===== config.mk =====
export PLATFORM = sky130hd
export DESIGN_NAME = ssram_arbiter_flat
export DESIGN_NICKNAME = d
export VERILOG_FILES = /design/src/rtl/ssram_arbiter_pkg.sv /design/src/rtl/ssram_arbiter_if.sv /design/src/rtl/onehot16_decode.sv /design/src/rtl/ssram_arbiter.sv /design/src/flat_wrapper.sv
export SDC_FILE = /design/constraint.sdc
export NUM_CORES = 1
export LEC_CHECK = 0
export BUFFER_PORTS_ARGS = -buffer_cell sky130_fd_sc_hd__buf_2
export CAP_MARGIN = 25
export CORE_ASPECT_RATIO = 1.75
export CORE_UTILIZATION = 45
export CTS_CLUSTER_SIZE = 16
export DETAILED_ROUTE_END_ITERATION = 12
export PLACE_DENSITY = 0.8
export SKIP_LAST_GASP = 1
export SLEW_MARGIN = 20
export SYNTH_ARGS = -nofsm -noshare
export SYNTH_HDL_FRONTEND = slang
export SYNTH_HIERARCHICAL = 1
export SYNTH_SLANG_ARGS = --single-unit

===== constraint.sdc =====
create_clock -name clk -period 1.9 [get_ports clk]
set_input_delay 0.095 -clock clk [delete_from_list [all_inputs] [get_ports clk]]
set_output_delay 0.095 -clock clk [all_outputs]
set_load 0.01 [all_outputs]

===== src/rtl/ssram_arbiter_pkg.sv =====
// ssram_arbiter_pkg: shared types and widths for the ssram_256 arbiter
package ssram_arbiter_pkg;
    localparam int ADDR_W = 8;
    localparam int ROW_W  = 16;
    localparam int COL_W  = 16;
    typedef enum logic [1:0] {IDLE, ACCESS, ACK} state_t;
    typedef enum logic {PORT_A, PORT_B} port_t;
endpackage


===== src/rtl/ssram_arbiter_if.sv =====
// ssram_arbiter_if: requester ports and bank bus of the ssram_256 arbiter
interface ssram_arbiter_if #(parameter int WIDTH = 16);
    import ssram_arbiter_pkg::*;
    logic              a_req, a_we, a_ack, a_err;
    logic [ADDR_W-1:0] a_addr;
    logic [WIDTH-1:0]  a_wdata, a_rdata;
    logic              b_req, b_we, b_ack, b_err;
    logic [ADDR_W-1:0] b_addr;
    logic [WIDTH-1:0]  b_wdata, b_rdata;
    logic [ROW_W-1:0]  ram_row;
    logic [COL_W-1:0]  ram_column;
    logic              ram_we, ram_re, ram_drive;
    logic [WIDTH-1:0]  ram_wdata, ram_rdata;
    modport master (
        output a_req, a_we, a_addr, a_wdata, b_req, b_we, b_addr, b_wdata, ram_rdata,
        input  a_rdata, a_ack, a_err, b_rdata, b_ack, b_err,
        input  ram_row, ram_column, ram_we, ram_re, ram_drive, ram_wdata
    );
    modport slave (
        input  a_req, a_we, a_addr, a_wdata, b_req, b_we, b_addr, b_wdata, ram_rdata,
        output a_rdata, a_ack, a_err, b_rdata, b_ack, b_err,
        output ram_row, ram_column, ram_we, ram_re, ram_drive, ram_wdata
    );
endinterface


===== src/rtl/onehot16_decode.sv =====
// onehot16_decode: 4-bit index to 16-bit one-hot, all zero when disabled
module onehot16_decode (
    input  logic [3:0]  idx_i,
    input  logic        en_i,
    output logic [15:0] onehot_o
);
    assign onehot_o = en_i ? 16'(1) << idx_i : '0;
endmodule


===== src/rtl/ssram_arbiter.sv =====
// ssram_arbiter: round-robin two-port sequencer for the ssram_256 bank,
// one IDLE/ACCESS/ACK pass per access with one-hot row/column decode.
module ssram_arbiter
    import ssram_arbiter_pkg::*;
#(
    parameter int WIDTH = 16,
    parameter int DEPTH = 256
) (
    input logic           clk,
    input logic           rst,
    ssram_arbiter_if.slave bus
);
    state_t            state_q;
    port_t             gnt_q, last_q, gnt_d;
    logic [ADDR_W-1:0] addr_q;
    logic              we_q, we_d;
    logic [WIDTH-1:0]  wdata_q, a_rdata_q, b_rdata_q, rdata_d;
    logic              a_ack_q, b_ack_q, a_err_q, b_err_q, ram_we_q, ram_re_q;
    logic              grant_a, grant_b, in_range, dec_en;
    // A wins unless B also asks and A was served last
    assign grant_a  = bus.a_req & (~bus.b_req | last_q == PORT_B);
    assign grant_b  = bus.b_req & ~grant_a;
    assign gnt_d    = grant_a ? PORT_A : PORT_B;
    assign we_d     = grant_a ? bus.a_we : bus.b_we;
    assign in_range = int'(addr_q) < DEPTH;
    assign dec_en   = state_q == ACCESS && in_range;
    assign rdata_d  = (we_q | ~in_range) ? '0 : bus.ram_rdata;
    onehot16_decode u_row (.idx_i(addr_q[7:4]), .en_i(dec_en), .onehot_o(bus.ram_row));
    onehot16_decode u_col (.idx_i(addr_q[3:0]), .en_i(dec_en), .onehot_o(bus.ram_column));
    always_ff @(posedge clk or negedge rst) begin
        if (!rst) begin
            state_q   <= IDLE;
            gnt_q     <= PORT_A;
            last_q    <= PORT_B;
            addr_q    <= '0;
            we_q      <= 1'b0;
            wdata_q   <= '0;
            a_rdata_q <= '0;
            b_rdata_q <= '0;
            a_ack_q   <= 1'b0;
            b_ack_q   <= 1'b0;
            a_err_q   <= 1'b0;
            b_err_q   <= 1'b0;
            ram_we_q  <= 1'b0;
            ram_re_q  <= 1'b0;
        end else begin
            case (state_q)
                IDLE: if (grant_a | grant_b) begin
                    gnt_q    <= gnt_d;
                    last_q   <= gnt_d;
                    addr_q   <= grant_a ? bus.a_addr : bus.b_addr;
                    wdata_q  <= grant_a ? bus.a_wdata : bus.b_wdata;
                    we_q     <= we_d;
                    ram_we_q <= we_d;
                    ram_re_q <= ~we_d;
                    state_q  <= ACCESS;
                end
                ACCESS: begin
                    ram_we_q  <= 1'b0;
                    ram_re_q  <= 1'b0;
                    a_rdata_q <= gnt_q == PORT_A ? rdata_d : a_rdata_q;
                    b_rdata_q <= gnt_q == PORT_B ? rdata_d : b_rdata_q;
                    a_ack_q   <= gnt_q == PORT_A;
                    b_ack_q   <= gnt_q == PORT_B;
                    a_err_q   <= gnt_q == PORT_A && !in_range;
                    b_err_q   <= gnt_q == PORT_B && !in_range;
                    state_q   <= ACK;
                end
                default: begin
                    a_ack_q <= 1'b0;
                    b_ack_q <= 1'b0;
                    a_err_q <= 1'b0;
                    b_err_q <= 1'b0;
                    state_q <= IDLE;
                end
            endcase
        end
    end
    assign bus.a_rdata   = a_rdata_q;
    assign bus.b_rdata   = b_rdata_q;
    assign bus.a_ack     = a_ack_q;
    assign bus.b_ack     = b_ack_q;
    assign bus.a_err     = a_err_q;
    assign bus.b_err     = b_err_q;
    assign bus.ram_we    = ram_we_q;
    assign bus.ram_re    = ram_re_q;
    assign bus.ram_drive = ram_we_q;
    assign bus.ram_wdata = wdata_q;
endmodule


===== src/flat_wrapper.sv =====
// flat-port wrapper written by rule: the top's interface ports become plain ports
module ssram_arbiter_flat import ssram_arbiter_pkg::*;
#(
    parameter int WIDTH = 16,
    parameter int DEPTH = 256
)
  (clk, rst, bus_a_req, bus_a_we, bus_a_addr, bus_a_wdata, bus_b_req, bus_b_we, bus_b_addr, bus_b_wdata, bus_ram_rdata, bus_a_rdata, bus_a_ack, bus_a_err, bus_b_rdata, bus_b_ack, bus_b_err, bus_ram_row, bus_ram_column, bus_ram_we, bus_ram_re, bus_ram_drive, bus_ram_wdata);
  ssram_arbiter_if #(.WIDTH(WIDTH)) bus_i ();
  input logic clk;
  input logic rst;
  input wire logic [$bits(bus_i.a_req)-1:0] bus_a_req;
  input wire logic [$bits(bus_i.a_we)-1:0] bus_a_we;
  input wire logic [$bits(bus_i.a_addr)-1:0] bus_a_addr;
  input wire logic [$bits(bus_i.a_wdata)-1:0] bus_a_wdata;
  input wire logic [$bits(bus_i.b_req)-1:0] bus_b_req;
  input wire logic [$bits(bus_i.b_we)-1:0] bus_b_we;
  input wire logic [$bits(bus_i.b_addr)-1:0] bus_b_addr;
  input wire logic [$bits(bus_i.b_wdata)-1:0] bus_b_wdata;
  input wire logic [$bits(bus_i.ram_rdata)-1:0] bus_ram_rdata;
  output wire logic [$bits(bus_i.a_rdata)-1:0] bus_a_rdata;
  output wire logic [$bits(bus_i.a_ack)-1:0] bus_a_ack;
  output wire logic [$bits(bus_i.a_err)-1:0] bus_a_err;
  output wire logic [$bits(bus_i.b_rdata)-1:0] bus_b_rdata;
  output wire logic [$bits(bus_i.b_ack)-1:0] bus_b_ack;
  output wire logic [$bits(bus_i.b_err)-1:0] bus_b_err;
  output wire logic [$bits(bus_i.ram_row)-1:0] bus_ram_row;
  output wire logic [$bits(bus_i.ram_column)-1:0] bus_ram_column;
  output wire logic [$bits(bus_i.ram_we)-1:0] bus_ram_we;
  output wire logic [$bits(bus_i.ram_re)-1:0] bus_ram_re;
  output wire logic [$bits(bus_i.ram_drive)-1:0] bus_ram_drive;
  output wire logic [$bits(bus_i.ram_wdata)-1:0] bus_ram_wdata;
  assign bus_i.a_req = bus_a_req;
  assign bus_i.a_we = bus_a_we;
  assign bus_i.a_addr = bus_a_addr;
  assign bus_i.a_wdata = bus_a_wdata;
  assign bus_i.b_req = bus_b_req;
  assign bus_i.b_we = bus_b_we;
  assign bus_i.b_addr = bus_b_addr;
  assign bus_i.b_wdata = bus_b_wdata;
  assign bus_i.ram_rdata = bus_ram_rdata;
  assign bus_a_rdata = bus_i.a_rdata;
  assign bus_a_ack = bus_i.a_ack;
  assign bus_a_err = bus_i.a_err;
  assign bus_b_rdata = bus_i.b_rdata;
  assign bus_b_ack = bus_i.b_ack;
  assign bus_b_err = bus_i.b_err;
  assign bus_ram_row = bus_i.ram_row;
  assign bus_ram_column = bus_i.ram_column;
  assign bus_ram_we = bus_i.ram_we;
  assign bus_ram_re = bus_i.ram_re;
  assign bus_ram_drive = bus_i.ram_drive;
  assign bus_ram_wdata = bus_i.ram_wdata;
  ssram_arbiter #(.WIDTH(WIDTH), .DEPTH(DEPTH)) u_core (.clk(clk), .rst(rst), .bus(bus_i));
endmodule

* Word level (Yosys, flattened, before mapping)
Index checks and enable logic that the tools add are counted.
** Storage, ports and cells
- Register bits after elaboration :: 65
- Input port bits :: 70
** Cells by class
- Eq/ne operators :: 2
- Shifts and indexed selects :: 2
- Muxes and demuxes :: 15
- Bitwise operators :: 8
- Reductions and logical operators :: 6
** Operator list (number)
- $mux 16 :: 4
- $shl 1x4->16 const A :: 2
- $mux 8 :: 1
- $pmux 1 s2 :: 4
- $reduce_and 2->1 :: 4
- $mux 1 :: 4
- $not 1->1 :: 4
- $pmux 2 s2 :: 1
- $and 1x1->1 :: 2
- $eq 2x1->1 const B :: 1
- $logic_not 2->1 :: 1
- $mux 2 :: 1
- $ne 2x1->1 const B :: 1
- $or 1x1->1 :: 2
- $reduce_bool 2->1 :: 1

* Logic depth before layout (Yosys ltp)
- Depth after elaboration :: 8
- Gate-level depth with buffers :: 6
- Gate-level depth less buffers :: 5

* By module
The synthesis kept the hierarchy.
** By module, submodules not included
- ssram_arbiter :: instances 1, cells each 260, area an instance 2731.4 µm²
- onehot16_decode :: instances 2, cells each 23, area an instance 120.1 µm²

* Worst setup path after synthesis
OpenSTA, ideal clock, no wires.
- Kind :: register to output
- Start :: register u_core.state_q[1]
- End :: output port bus_ram_column[0]
- Arrival :: 1307 ps
- Required time :: 1805 ps
- Path slack :: 498 ps
- Stages on the path, launching flop included :: 4
- Path through :: dfrtp_1 and2b_2 or3b_4 nor3_2
** On the way
- Longest elaborated chain between the ends :: 2
** Ends and longest elaborated chain
- start: declaration :: line ssram_arbiter.sv:13 : state_t state_q;
- start signal: assignment :: line ssram_arbiter.sv:32 : state_q <= IDLE;
- start signal: assignment :: line ssram_arbiter.sv:56 : state_q <= ACCESS;
- start signal: assignment :: line ssram_arbiter.sv:67 : state_q <= ACK;
- $eq 2x1->1 :: line ssram_arbiter.sv:26 : assign dec_en = state_q == ACCESS && in_range;
- net u_core.dec_en :: line ssram_arbiter.sv:19 : logic grant_a, grant_b, in_range, dec_en;
- $mux 16 :: line onehot16_decode.sv:7 : assign onehot_o = en_i ? 16'(1) << idx_i : '0;
- end: declaration :: line flat_wrapper.sv:27 : output wire logic [$bits(bus_i.ram_column)-1:0] bus_ram_column;
The timed path passes the listed nets, and every way through them passes these cells.

* Worst setup path after layout
- Start :: register u_core.state_q[1]
- End :: output port bus_ram_row[0]
** On the way
- Longest elaborated chain between the ends :: 2
** Ends and longest elaborated chain
- $eq 2x1->1 :: line ssram_arbiter.sv:26
- net u_core.dec_en :: line ssram_arbiter.sv:19
- $mux 16 :: line onehot16_decode.sv:7
- end: declaration :: line flat_wrapper.sv:26 : output wire logic [$bits(bus_i.ram_row)-1:0] bus_ram_row;
The timed path passes the listed nets, and every way through them passes these cells.

==> qor.csv <==
metric,value,unit
run_status,completed,
power.switching_fraction,0.393,
syn_area,2970,um^2
area_delta_synth_final,35.9,%
leakage,2.16,nW
r2r.worst_path.cells,5,
clock_sink_count,65,
dr.first_iter.drc_count,129,
chipWidth,63.4,um
p_int,3.81,mW
switching_power,2.47,mW
hold_violations_final,0,
end_kind,primary output,
max_slew_margin,0.553,
first_global_vias,2551,
grt_setup_unrepaired,true,
drt-total-wl,7.01,mm
period_utilisation_layout,0.965,
clock-root-buffer,clkbuf_8,
hp-start,bus_ram_rdata[9],
floorplan.die_area,6950,um^2
route.vias.total,2712,
r2r_start,u_core/state_q[1]$_DFFE_PN0P_,
clk_pin_slew,0.07,ns
hold_slack,0.0293,ns
rows,38,
post-synth-top-count-cell,dfrtp_1,
area_leader_netlist,dfrtp_1,
crit-reg2reg-capture,u_core/bus.b_rdata[15]$_DFFE_PN0P_,
num_antenna_cells,0,
vdd.ir_drop.worst,0.000928,V
worstPathRequired,1.80,ns
worstSetupEndpoint,bus_ram_row[0],
synth.area.top_cells,"dfrtp_1, mux2i_1, nor2_1",
asyncSetResetFlopFracSynth,1.00,
ys_dominant_reg_cell,dfrtp_1,
crit_path_category,reg2out,
clock_tree_from_tritoncts,yes,
final_area,4040,um^2
synth.distinct_cells,33,
worst_skew_pair.late_latency,0.33,ns
die-height,110,um
yosys_register_bits,65,
grt.total_usage,0.202,
grt_first_pass_wirelength,11.0,mm
min-delay-path-class,in2reg,
post_drt_wl_per_cell,12.7,um
final_nets,536,
worst-r2r-setup-slack,0.28,ns
synth-edff-count,0,
vias_per_cell,4.92,
tightestPinTransition,0.670,ns
antenna_found_initial,0,
critPathLaunchType,register,
portBuffers,154,
comb_power_share,0.409,
avgSynthCellArea,9.71,um^2
final.min_clock_period,1.83,ns
initial_utilization,0.473,
finalSetupViolCount,0,
worst_clock_skew,0.0102,ns
startpoint,u_core/state_q[1]$_DFFE_PN0P_,
critPathSlowestCell,or3b_4,
cts_inserted_buffers,9,
slew_violations,0,
synth_cells,306,
yosys-top-cells-count,"dfrtp_1, nor2_1, nand2_1",
remaining_drc_errors,0,
p_per_area,1560,nW/um^2
crit_path_max_fanout,8,
power.share.clock,0.190,
global_route.overflow_total,0,
core_area,6280,um^2
length_of_the_first_detailed_routing_pass_in_iterations,5,
cp.arrival,1.74,ns
cts.htree.levels,3,
ioPinCount,157,
max_cap_violations,0,
setup_ws,0.0672,ns
post-place-ws,0.336,ns
dpl_cell_area,3790,um^2
worstPathCellList,and2b_4 -> or3b_4 -> nor3_2 -> buf_2,
gp_routability_congestion,0.752,
grt_start_max_net_pins,33,
synth-warning-count,6,
antenna_left,0,
clock.fmax,0.546,GHz
power_frac_seq,0.401,
clock_tree.buffer_depth,2,
drive_gt1_frac,0.406,
hpwl,5.25,mm
synth_largest_type_area_fraction,0.539,
seq_area_frac_synth,0.548,
timing.critical_path.slowest_cell_delay,0.43,ns
[metrics by stage]
step	cells	TNS [ns]	utilization	total power, mW
3_3_place_gp	531	0	0.605	4.97
6_report	551	0	0.644	6.28
5_1_grt	551	-0.00607	0.644	6.76
2_1_floorplan	307	0	-	4.12
3_5_place_dp	531	0	0.605	5.09
4_1_cts	549	0	0.641	6.31
[worst min-delay path by stage]
| stage | endpoint | slack, ns | cells past startpoint |
|---|---|---|---|
| after CTS | u_core/bus.a_rdata[3]$_DFFE_PN0P_ | 0.02 | 3 |
| final | u_core/bus.a_rdata[9]$_DFFE_PN0P_ | 0.03 | 3 |
| after global placement | u_core/bus.ram_wdata[15]$_DFFE_PN0P_ | 0.16 | 1 |
| after detailed placement | u_core/addr_q[0]$_DFFE_PN0P_ | 0.17 | 1 |
| after floorplan | u_core/addr_q[0]$_DFFE_PN0P_ | -0.20 | 0 |
| after global routing | u_core/bus.a_rdata[11]$_DFFE_PN0P_ | 0.04 | 3 |
[logic make-up after synthesis]
group | count (synthesis) | synth area share
and+or+nand+nor | 131 | 0.213
DFF | 65 | 0.548
muxes | 26 | 0.0876
other | 1 | 0.00126
AOI/OAI and AO/OA | 63 | 0.112
buffers and inverters | 20 | 0.0387
[critical path: cells and delay by family (launching register included)]
family,cells,cell delay [ns]
DFF,1,0.41
and+or+nand+nor,3,0.85
buffers and inverters,1,0.15
[cell usage in the layout, fill, tap and decap left out, drive strengths merged, types with 2 or more instances in the layout]
cell type,Yosys,routed
buf,16,163
dfrtp,64,64
nor2,53,53
nand2,38,38
o21ai,33,33
mux2i,26,26
a21oi,26,26
nand2b,21,21
clkbuf,1,14
nor3,8,8
nand3b,4,4
inv,3,3
dlygate4sd3,0,2
conb,1,2
nand3,2,2
or3b,2,2
[flip-flops by register name (all words and copies together) (netlist names)]
signal / count
u_core/bus.ram_wdata: 16
u_core/bus.ram_re: 1
u_core/bus.b_rdata: 16
u_core/state_q: 2
u_core/addr_q: 8
u_core/bus.b_ack: 1
u_core/we_q: 1
u_core/bus.ram_drive: 1
u_core/gnt_q: 1
u_core/bus.a_ack: 1
u_core/last_q: 1
u_core/bus.a_rdata: 16
[layout make-up]
class | instances | area (um^2)
clock inverters | 2 | 35.0
fillers | 564 | 2240
well taps | 80 | 100
inverters | 3 | 11.3
multi-input cells | 222 | 1230
repair buffers | 165 | 858
clock buffers | 14 | 173
flip-flops and latches | 65 | 1630
[power by group through the flow]
stage               registers (mW)  clock network, mW  logic, mW
floorplan                     2.67                  0       1.45
global placement              2.51                  0       2.47
detailed placement            2.54                  0       2.55
CTS                           2.52               1.22       2.56
global route                  2.62               1.27       2.86
finish                        2.52               1.19       2.57
[per-layer routing]
layer  GRT usage  up-vias  routed length, um  share of wire
li1            -     1346                  -              -
met5           0        -                  0              0
met4      0.0812        0                 31         0.0044
met2       0.371      105               3810           0.54
met1       0.226     1257               2830           0.40
met3      0.0394        4                347          0.049
[what timing repair did]
item                                   CTS  global route
setup endpoints to repair                6             8
gates resized for setup                  1             0
buffers inserted                         0             2
hold buffers                             2             0
endpoints found under the hold margin   28             0
(Power assumes the default switching activity.)
